[src/rtl/mem_port_arbiter.sv]
// -----------------------------------------------------------------------------
// mem_port_arbiter
//
// Shares the single memory port of the multi-cycle RV32I core between the
// instruction-fetch requester and the load/store requester. A granted request
// is latched onto the mem_* registers, held for MEM_LATENCY cycles, and
// answered with a one-cycle rvalid pulse to the winning port.
//
// Build option:
//   MEM_ARB_ROUND_ROBIN_EN  defined   -> ties go to the port opposite last_d
//                           undefined -> ties always go to the data port
//
// Parameters:
//   MEM_LATENCY  cycles from mem_addr presented to mem_rdata valid (1..7)
//
// Ports:
//   clk, reset                 rising-edge clock, async active-low reset
//   if_req/if_addr             fetch request (held until if_gnt)
//   if_gnt/if_rvalid/if_rdata  fetch accept pulse, response pulse, data
//   d_req/d_we/d_addr/
//   d_wdata/d_funct3           data request (held until d_gnt)
//   d_gnt/d_rvalid/d_rdata     data accept pulse, response pulse, data
//   mem_addr/mem_wren/
//   mem_wdata/mem_funct3       registered memory port drive
//   mem_rdata                  memory read data
//   mem_sel_d                  current access belongs to the data port
//   busy                       block is not in IDLE
// -----------------------------------------------------------------------------
module mem_port_arbiter #(
    parameter int MEM_LATENCY = 1
) (
    input  logic        clk,
    input  logic        reset,
    input  logic        if_req,
    input  logic [31:0] if_addr,
    output logic        if_gnt,
    output logic        if_rvalid,
    output logic [31:0] if_rdata,
    input  logic        d_req,
    input  logic        d_we,
    input  logic [31:0] d_addr,
    input  logic [31:0] d_wdata,
    input  logic [2:0]  d_funct3,
    output logic        d_gnt,
    output logic        d_rvalid,
    output logic [31:0] d_rdata,
    output logic [31:0] mem_addr,
    output logic        mem_wren,
    output logic [31:0] mem_wdata,
    output logic [2:0]  mem_funct3,
    input  logic [31:0] mem_rdata,
    output logic        mem_sel_d,
    output logic        busy
);

    generate
        if (MEM_LATENCY < 1 || MEM_LATENCY > 7) begin : g_bad_latency
            $error("mem_port_arbiter: MEM_LATENCY must be within 1..7");
        end
    endgenerate

    localparam logic [2:0] LAT = 3'(MEM_LATENCY);

    typedef enum logic [1:0] {
        IDLE   = 2'd0,
        ACCESS = 2'd1,
        RESP   = 2'd2
    } state_t;

    state_t      state, state_n;
    logic [2:0]  cnt, cnt_n;
    logic        last_d, last_d_n;
    logic        acc_we, acc_we_n;   // current access is a store

    logic        if_gnt_n, if_rvalid_n, d_gnt_n, d_rvalid_n;
    logic [31:0] if_rdata_n, d_rdata_n;
    logic [31:0] mem_addr_n, mem_wdata_n;
    logic        mem_wren_n, mem_sel_d_n, busy_n;
    logic [2:0]  mem_funct3_n;

    logic        tie_d;
    logic        pick_d;

`ifdef MEM_ARB_ROUND_ROBIN_EN
    assign tie_d = ~last_d;
`else
    assign tie_d = 1'b1;
`endif

    // Data wins when it is the only requester, or on a tie resolved to data.
    assign pick_d = d_req & (~if_req | tie_d);

    // State and registered-output storage.
    always_ff @(posedge clk or negedge reset) begin
        if (!reset) begin
            state      <= IDLE;
            cnt        <= 3'd0;
            last_d     <= 1'b1;
            acc_we     <= 1'b0;
            if_gnt     <= 1'b0;
            if_rvalid  <= 1'b0;
            if_rdata   <= 32'd0;
            d_gnt      <= 1'b0;
            d_rvalid   <= 1'b0;
            d_rdata    <= 32'd0;
            mem_addr   <= 32'd0;
            mem_wren   <= 1'b0;
            mem_wdata  <= 32'd0;
            mem_funct3 <= 3'd0;
            mem_sel_d  <= 1'b0;
            busy       <= 1'b0;
        end else begin
            state      <= state_n;
            cnt        <= cnt_n;
            last_d     <= last_d_n;
            acc_we     <= acc_we_n;
            if_gnt     <= if_gnt_n;
            if_rvalid  <= if_rvalid_n;
            if_rdata   <= if_rdata_n;
            d_gnt      <= d_gnt_n;
            d_rvalid   <= d_rvalid_n;
            d_rdata    <= d_rdata_n;
            mem_addr   <= mem_addr_n;
            mem_wren   <= mem_wren_n;
            mem_wdata  <= mem_wdata_n;
            mem_funct3 <= mem_funct3_n;
            mem_sel_d  <= mem_sel_d_n;
            busy       <= busy_n;
        end
    end

    // Next-state logic.
    always_comb begin
        state_n = state;
        case (state)
            IDLE:    if (if_req || d_req) state_n = ACCESS;
            ACCESS:  if (cnt == 3'd1)     state_n = RESP;
            RESP:    state_n = IDLE;
            default: state_n = IDLE;
        endcase
    end

    // Next values of the registered outputs and datapath.
    always_comb begin
        // Pulses default low; everything else holds.
        if_gnt_n     = 1'b0;
        d_gnt_n      = 1'b0;
        if_rvalid_n  = 1'b0;
        d_rvalid_n   = 1'b0;
        mem_wren_n   = 1'b0;
        if_rdata_n   = if_rdata;
        d_rdata_n    = d_rdata;
        mem_addr_n   = mem_addr;
        mem_wdata_n  = mem_wdata;
        mem_funct3_n = mem_funct3;
        mem_sel_d_n  = mem_sel_d;
        cnt_n        = cnt;
        last_d_n     = last_d;
        acc_we_n     = acc_we;
        busy_n       = (state_n != IDLE);

        case (state)
            IDLE: begin
                if (if_req || d_req) begin
                    cnt_n    = LAT;
                    last_d_n = pick_d;
                    if (pick_d) begin
                        mem_addr_n   = d_addr;
                        mem_wren_n   = d_we;
                        mem_wdata_n  = d_wdata;
                        mem_funct3_n = d_funct3;
                        mem_sel_d_n  = 1'b1;
                        acc_we_n     = d_we;
                        d_gnt_n      = 1'b1;
                    end else begin
                        mem_addr_n   = if_addr;
                        mem_wren_n   = 1'b0;
                        mem_wdata_n  = 32'd0;
                        mem_funct3_n = 3'b010;
                        mem_sel_d_n  = 1'b0;
                        acc_we_n     = 1'b0;
                        if_gnt_n     = 1'b1;
                    end
                end
            end
            ACCESS: begin
                cnt_n = cnt - 3'd1;
                // Counter at 1 marks the edge on which mem_rdata is valid.
                if (cnt == 3'd1) begin
                    if (mem_sel_d) begin
                        d_rdata_n  = acc_we ? 32'd0 : mem_rdata;
                        d_rvalid_n = 1'b1;
                    end else begin
                        if_rdata_n  = mem_rdata;
                        if_rvalid_n = 1'b1;
                    end
                end
            end
            default: ;
        endcase
    end

endmodule

[config.mk]
export PLATFORM = sky130hd
export DESIGN_NAME = mem_port_arbiter
export DESIGN_NICKNAME = d
export VERILOG_FILES = /design/src/rtl/mem_port_arbiter.sv
export SDC_FILE = /design/constraint.sdc
export NUM_CORES = 1
export LEC_CHECK = 0
export BUFFER_PORTS_ARGS = -buffer_cell sky130_fd_sc_hd__buf_4
export CAP_MARGIN = 30
export CORE_AREA = 2 2 127 104
export DETAILED_ROUTE_END_ITERATION = 8
export DIE_AREA = 0 0 129 106
export HOLD_SLACK_MARGIN = 0.15
export PLACE_DENSITY = 0.85
export SYNTH_ARGS = -nofsm -noshare
export SYNTH_HDL_FRONTEND = slang
export SYNTH_SLANG_ARGS = --single-unit
[constraint.sdc]
create_clock -name clk -period 2.8 [get_ports clk]
set_clock_uncertainty 0.05 [all_clocks]
set_input_delay 0.42 -clock clk [delete_from_list [all_inputs] [get_ports clk]]
set_output_delay 0.42 -clock clk [all_outputs]
set_load 0.05 [all_outputs]
# == After elaboration in Yosys (flattened, before gate mapping) ==
# Index checks and enable logic that the tools add are counted.
# Widths: inputs -> output; s select.
# word_totals
output_inout_bits,138
ff_bits,144
input_bits,136
wordCells,52
# classes
bitwise,1
n_mux,24
eq_ne,3
n_reduce_logical,8
n_addsub,1
# op_table
cell,count
$mux 32,3
$mux 1,15
$mux 3,2
$pmux 3 s2,1
$reduce_and 3->1,2
$mux 2,2
$pmux 2 s2,1
$reduce_and 2->1,2
$reduce_bool 2->1,2
$eq 3x1->1 const B,1
$sub 3x1->3 const B,1
$eq 2x1->1 const B,1
$logic_not 2->1,1
$ne 2x2->1 const B,1
$logic_or 1x1->1,1
$not 1->1,1

# == Logic depth before layout (Yosys ltp) ==
# logic_depth
word_depth,4
depth_mapped,7
depth_no_buf,5

# == Worst setup path after synthesis ==
# OpenSTA, ideal clock, no wires.
# synth_path
path_kind,reg-to-reg
from,reg cnt[1]
to,reg if_rdata[10]
path_slack_ns,1.111
synth_period_minus_slack_ns,1.689
t_arrival_ns,1.514
setup_time_ns,0.125
path_stages_with_launch,8
path_cell_list,dfrtp_1 > inv_1 > ha_1 > and4bb_4 > nor2b_4 > buf_6 > buf_12 > mux2_4
# synth_via
elab_chain_len,2
# synth_lines
element,line,rtl
"start, declared",71,"logic [2:0] cnt, cnt_n;"
"start signal, assigned",114,cnt <= cnt_n;
$eq 3x1->1,189,if (cnt == 3'd1) begin
$reduce_and 3->1 (no source line),-,
"end signal, assigned",119,if_rdata <= if_rdata_n;
"end, declared",38,"output logic [31:0] if_rdata,"
# No other way between the ends.
# A chain may end at the register's enable or synchronous reset.

# == Worst setup path in the final report ==
# layout_path
from,reg cnt[1]
to,reg if_rdata[30]
# Same word-level chain as after synthesis.

==> key figures <==
Outcome
  – Status: completed

Synth
  – Synth Area in Simple Gates: 4.822%
  – Synthesized instance count: approximately 400
  – Mux contribution to synthesized area: around a quarter
  – Yosys reg bits: roughly 140
  – Synth Area in Adders: 0.4121%
  – Synth Net Count: about 530
  – Largest family of logic cells by synthesized area: multiplexers
  – Distinct cells, synth: 31
  – Synth Area in Compound Gates: under 10%
  – Synthesized area: approximately 6100 um^2
  – Post-Synth XOR/XNOR Area: less than 1%
  – Avg Cell Area, Syn: 15.37 um^2
  – Register area share after synthesis: between 50 and 60%
  – Ys Warns: 0

STA
  – Fin Setup TNS: 0 ns
  – Maximum clock rate: between 400 and 500 MHz
  – Period utilisation layout: 75.85%
  – Headroom to the max-slew limit: 55.49%
  – Minimum clock period: ~2.1 ns
  – Setup Viol. Count Final: 0
  – Post-route worst setup slack: roughly 0.68 ns
  – Unrepaired setup endpoints after global routing: false
  – Hold_ws: between 0.15 and 0.2 ns
  – Worst-Margin Slew: between 0.6 and 0.7 ns
  – Max-slew violations: 0
  – Final hold violation count: 0

Worst hold path
  – HP Class: in -> reg
  – Hold Crit Depth: 2

Critical path
  – Crit-path slowest cell: nor2b_4
  – Max stage delay on crit path: 0.40 ns
  – Crit end category: register
  – Crit Path Class: reg -> reg
  – Critical path cell sequence: inv_1 -> ha_1 -> and4bb_4 -> nor2b_4 -> buf_12 -> mux2_2
  – Crit Path Max Fanout: 25
  – Critical Path AT: roughly 2.4 ns
  – Crit path required time: around 3 ns
  – Startpoint Class: register
  – Depth of the most critical reg-to-reg path: 6

CTS
  – Clk sinks: between 100 and 150
  – Total CTS buffers: 17
  – Resize count post-CTS: 0
  – CTS H-Tree Depth: 4
  – Clock slew at reported path FFs: 0.06 ns
  – Worst-skew pair later-pin latency: about 0.4 ns
  – CTS tree: done
  – CTS max path bufs: 2
  – Root buffer cell: clkbuf_16

Final layout
  – # diodes: 0
  – Commonest non-fill, non-tap cell in the layout: buf_4
  – Share of post-route cells with drive strength above 1: between 60% and 70%
  – Commonest cells after routing, fill and taps aside: buf_4 (277), dfrtp_1 (144), mux2_2 (99), a22o_1 (34), nor2b_1 (33)
  – Area growth syn-to-layout: 46.28%
  – Final #Nets: around 800
  – Layout fillers: between 800 and 900

Floorplanning
  – Chip width: approximately 130 um
  – Initial core utilization: roughly half
  – Io pins: between 200 and 300
  – Core Area: between 10000 and 15000 um^2
  – Die area: ~14000 um^2
  – # rows: 37
  – Die Height: between 100 and 150 um

Place
  – Port Buffer Count: approximately 270
  – Setup slack at placement: roughly 0.70 ns
  – DP HPWL: between 10000 and 15000 um
  – Gp weighted congestion: approximately 0.8

Detailed routing
  – Routed WL per cell: between 15 and 20 um
  – Final ANT Viol Nets: 0
  – DRC viols: 0
  – Initial DRC count: around 130
  – Final WL: around 15000 um
  – Via Count: 4303
  – Drt via density: roughly 5.0
  – TritonRoute pass-1 iters: 4

GRT
  – Pin count of the biggest net entering global routing: 66
  – Vias in the first global route: 4584
  – Gr usage total: a little under a quarter
  – Grt ovf: 0
  – First-pass GRT wire length: around 24000 um
  – Initial antenna violation count: 0

Job
  – Max Cap Viol: 0
[cell families (layout without fill, tap and decap cells)]
kind of cell,count (synthesis),after routing
flip-flops,144,144
multiplexers,129,129
AND/OR/NAND/NOR,45,45
AO/OA/AOI/OAI,42,42
buffers and inverters,32,321
adder cells (fa/ha/maj),2,2
XOR/XNOR,1,1
[registers in the layout, indices dropped and copies added, names as in the netlist, 2 cells and up]
name        flops
if_rdata       32
mem_wdata      32
state           2
cnt             3
d_rdata        32
mem_addr       32
mem_funct3      3
[critical path: cells and delay by family (launching register included)]
family,cells,cell delay [ns]
adder cells (fa/ha/maj),1,0.17
AND/OR/NAND/NOR,2,0.66
multiplexers,1,0.36
buffers and inverters,2,0.36
flip-flops,1,0.37
[what timing repair did]
action                                 4_1_cts  5_1_grt
endpoints found under the hold margin       63        0
hold buffers                                 1        0
buffers inserted                             0        0
[synth_stat cells (all sizes together)]
| library cell | instances | share of area (%) |
|---|---|---|
| a21o | 2 | 0.25 |
| a22o | 34 | 4.9 |
| a2bb2oi | 1 | 0.14 |
| and2 | 1 | 0.10 |
| and3 | 1 | 0.10 |
| and4bb | 1 | 0.27 |
| buf | 20 | 3.0 |
| clkbuf | 5 | 0.31 |
| dfrtp | 144 | 59 |
| ha | 2 | 0.41 |
| inv | 7 | 0.43 |
| mux2 | 128 | 26 |
| mux2i | 1 | 0.16 |
| nand2 | 3 | 0.23 |
| nand2b | 1 | 0.10 |
| nand3b | 1 | 0.12 |
| nor2 | 2 | 0.12 |
| nor2b | 34 | 3.6 |
| nor4b | 1 | 0.14 |
| o21a | 1 | 0.12 |
| o21ai | 2 | 0.23 |
| o22ai | 1 | 0.10 |
| o31ai | 1 | 0.12 |
| xor2 | 1 | 0.14 |
[through the flow]
step | area, um^2 | utilization, % | std cells
after global routing | 8882 | 70.80 | 859
after CTS | 8882 | 70.80 | 859
after detailed placement | 8243 | 65.70 | 826
final | 8882 | 70.80 | 859
after global placement | 8243 | 65.70 | 826
after floorplan | 6072 | - | 395
[path summary, 6_finish.rpt]
kind	startpoint	to	slack [ns]
min in group asynchronous	reset	mem_addr[15]	0.52
max in group asynchronous	reset	d_rdata[7]	1.41
setup reg to reg	cnt[1]	if_rdata[30]	0.68
setup / recovery	cnt[1]	if_rdata[30]	0.68
hold reg to reg	d_rdata[25]	d_rdata[25]	0.45
hold / removal	d_wdata[21]	mem_wdata[21]	0.17
[routing by layer]
| layer | wire (um) | up-vias | global-route usage (%) | part of all wire [%] |
|---|---|---|---|---|
| met3 | 1116 | 16 | 7.448 | 7.3 |
| met4 | 217 | 0 | 6.755 | 1.4 |
| met5 | 0 | - | 0 | 0 |
| met1 | 6099 | 2151 | 26.85 | 40 |
| met2 | 7795 | 185 | 39.23 | 51 |
| li1 | - | 1951 | - | - |
[layout make-up]
type	count	area, um^2	share of cell area [%]
well taps	175	219.0	2.465
multi-input cells	219	2243	25.26
clock buffers	19	442.9	4.987
clock inverters	13	186.4	2.099
inverters	7	26.28	0.2958
flip-flops and latches	144	3603	40.57
repair buffers	282	2161	24.33
Power is not shown: default switching activity piles up to over one toggle a cycle in this logic, so the estimate is an artifact.
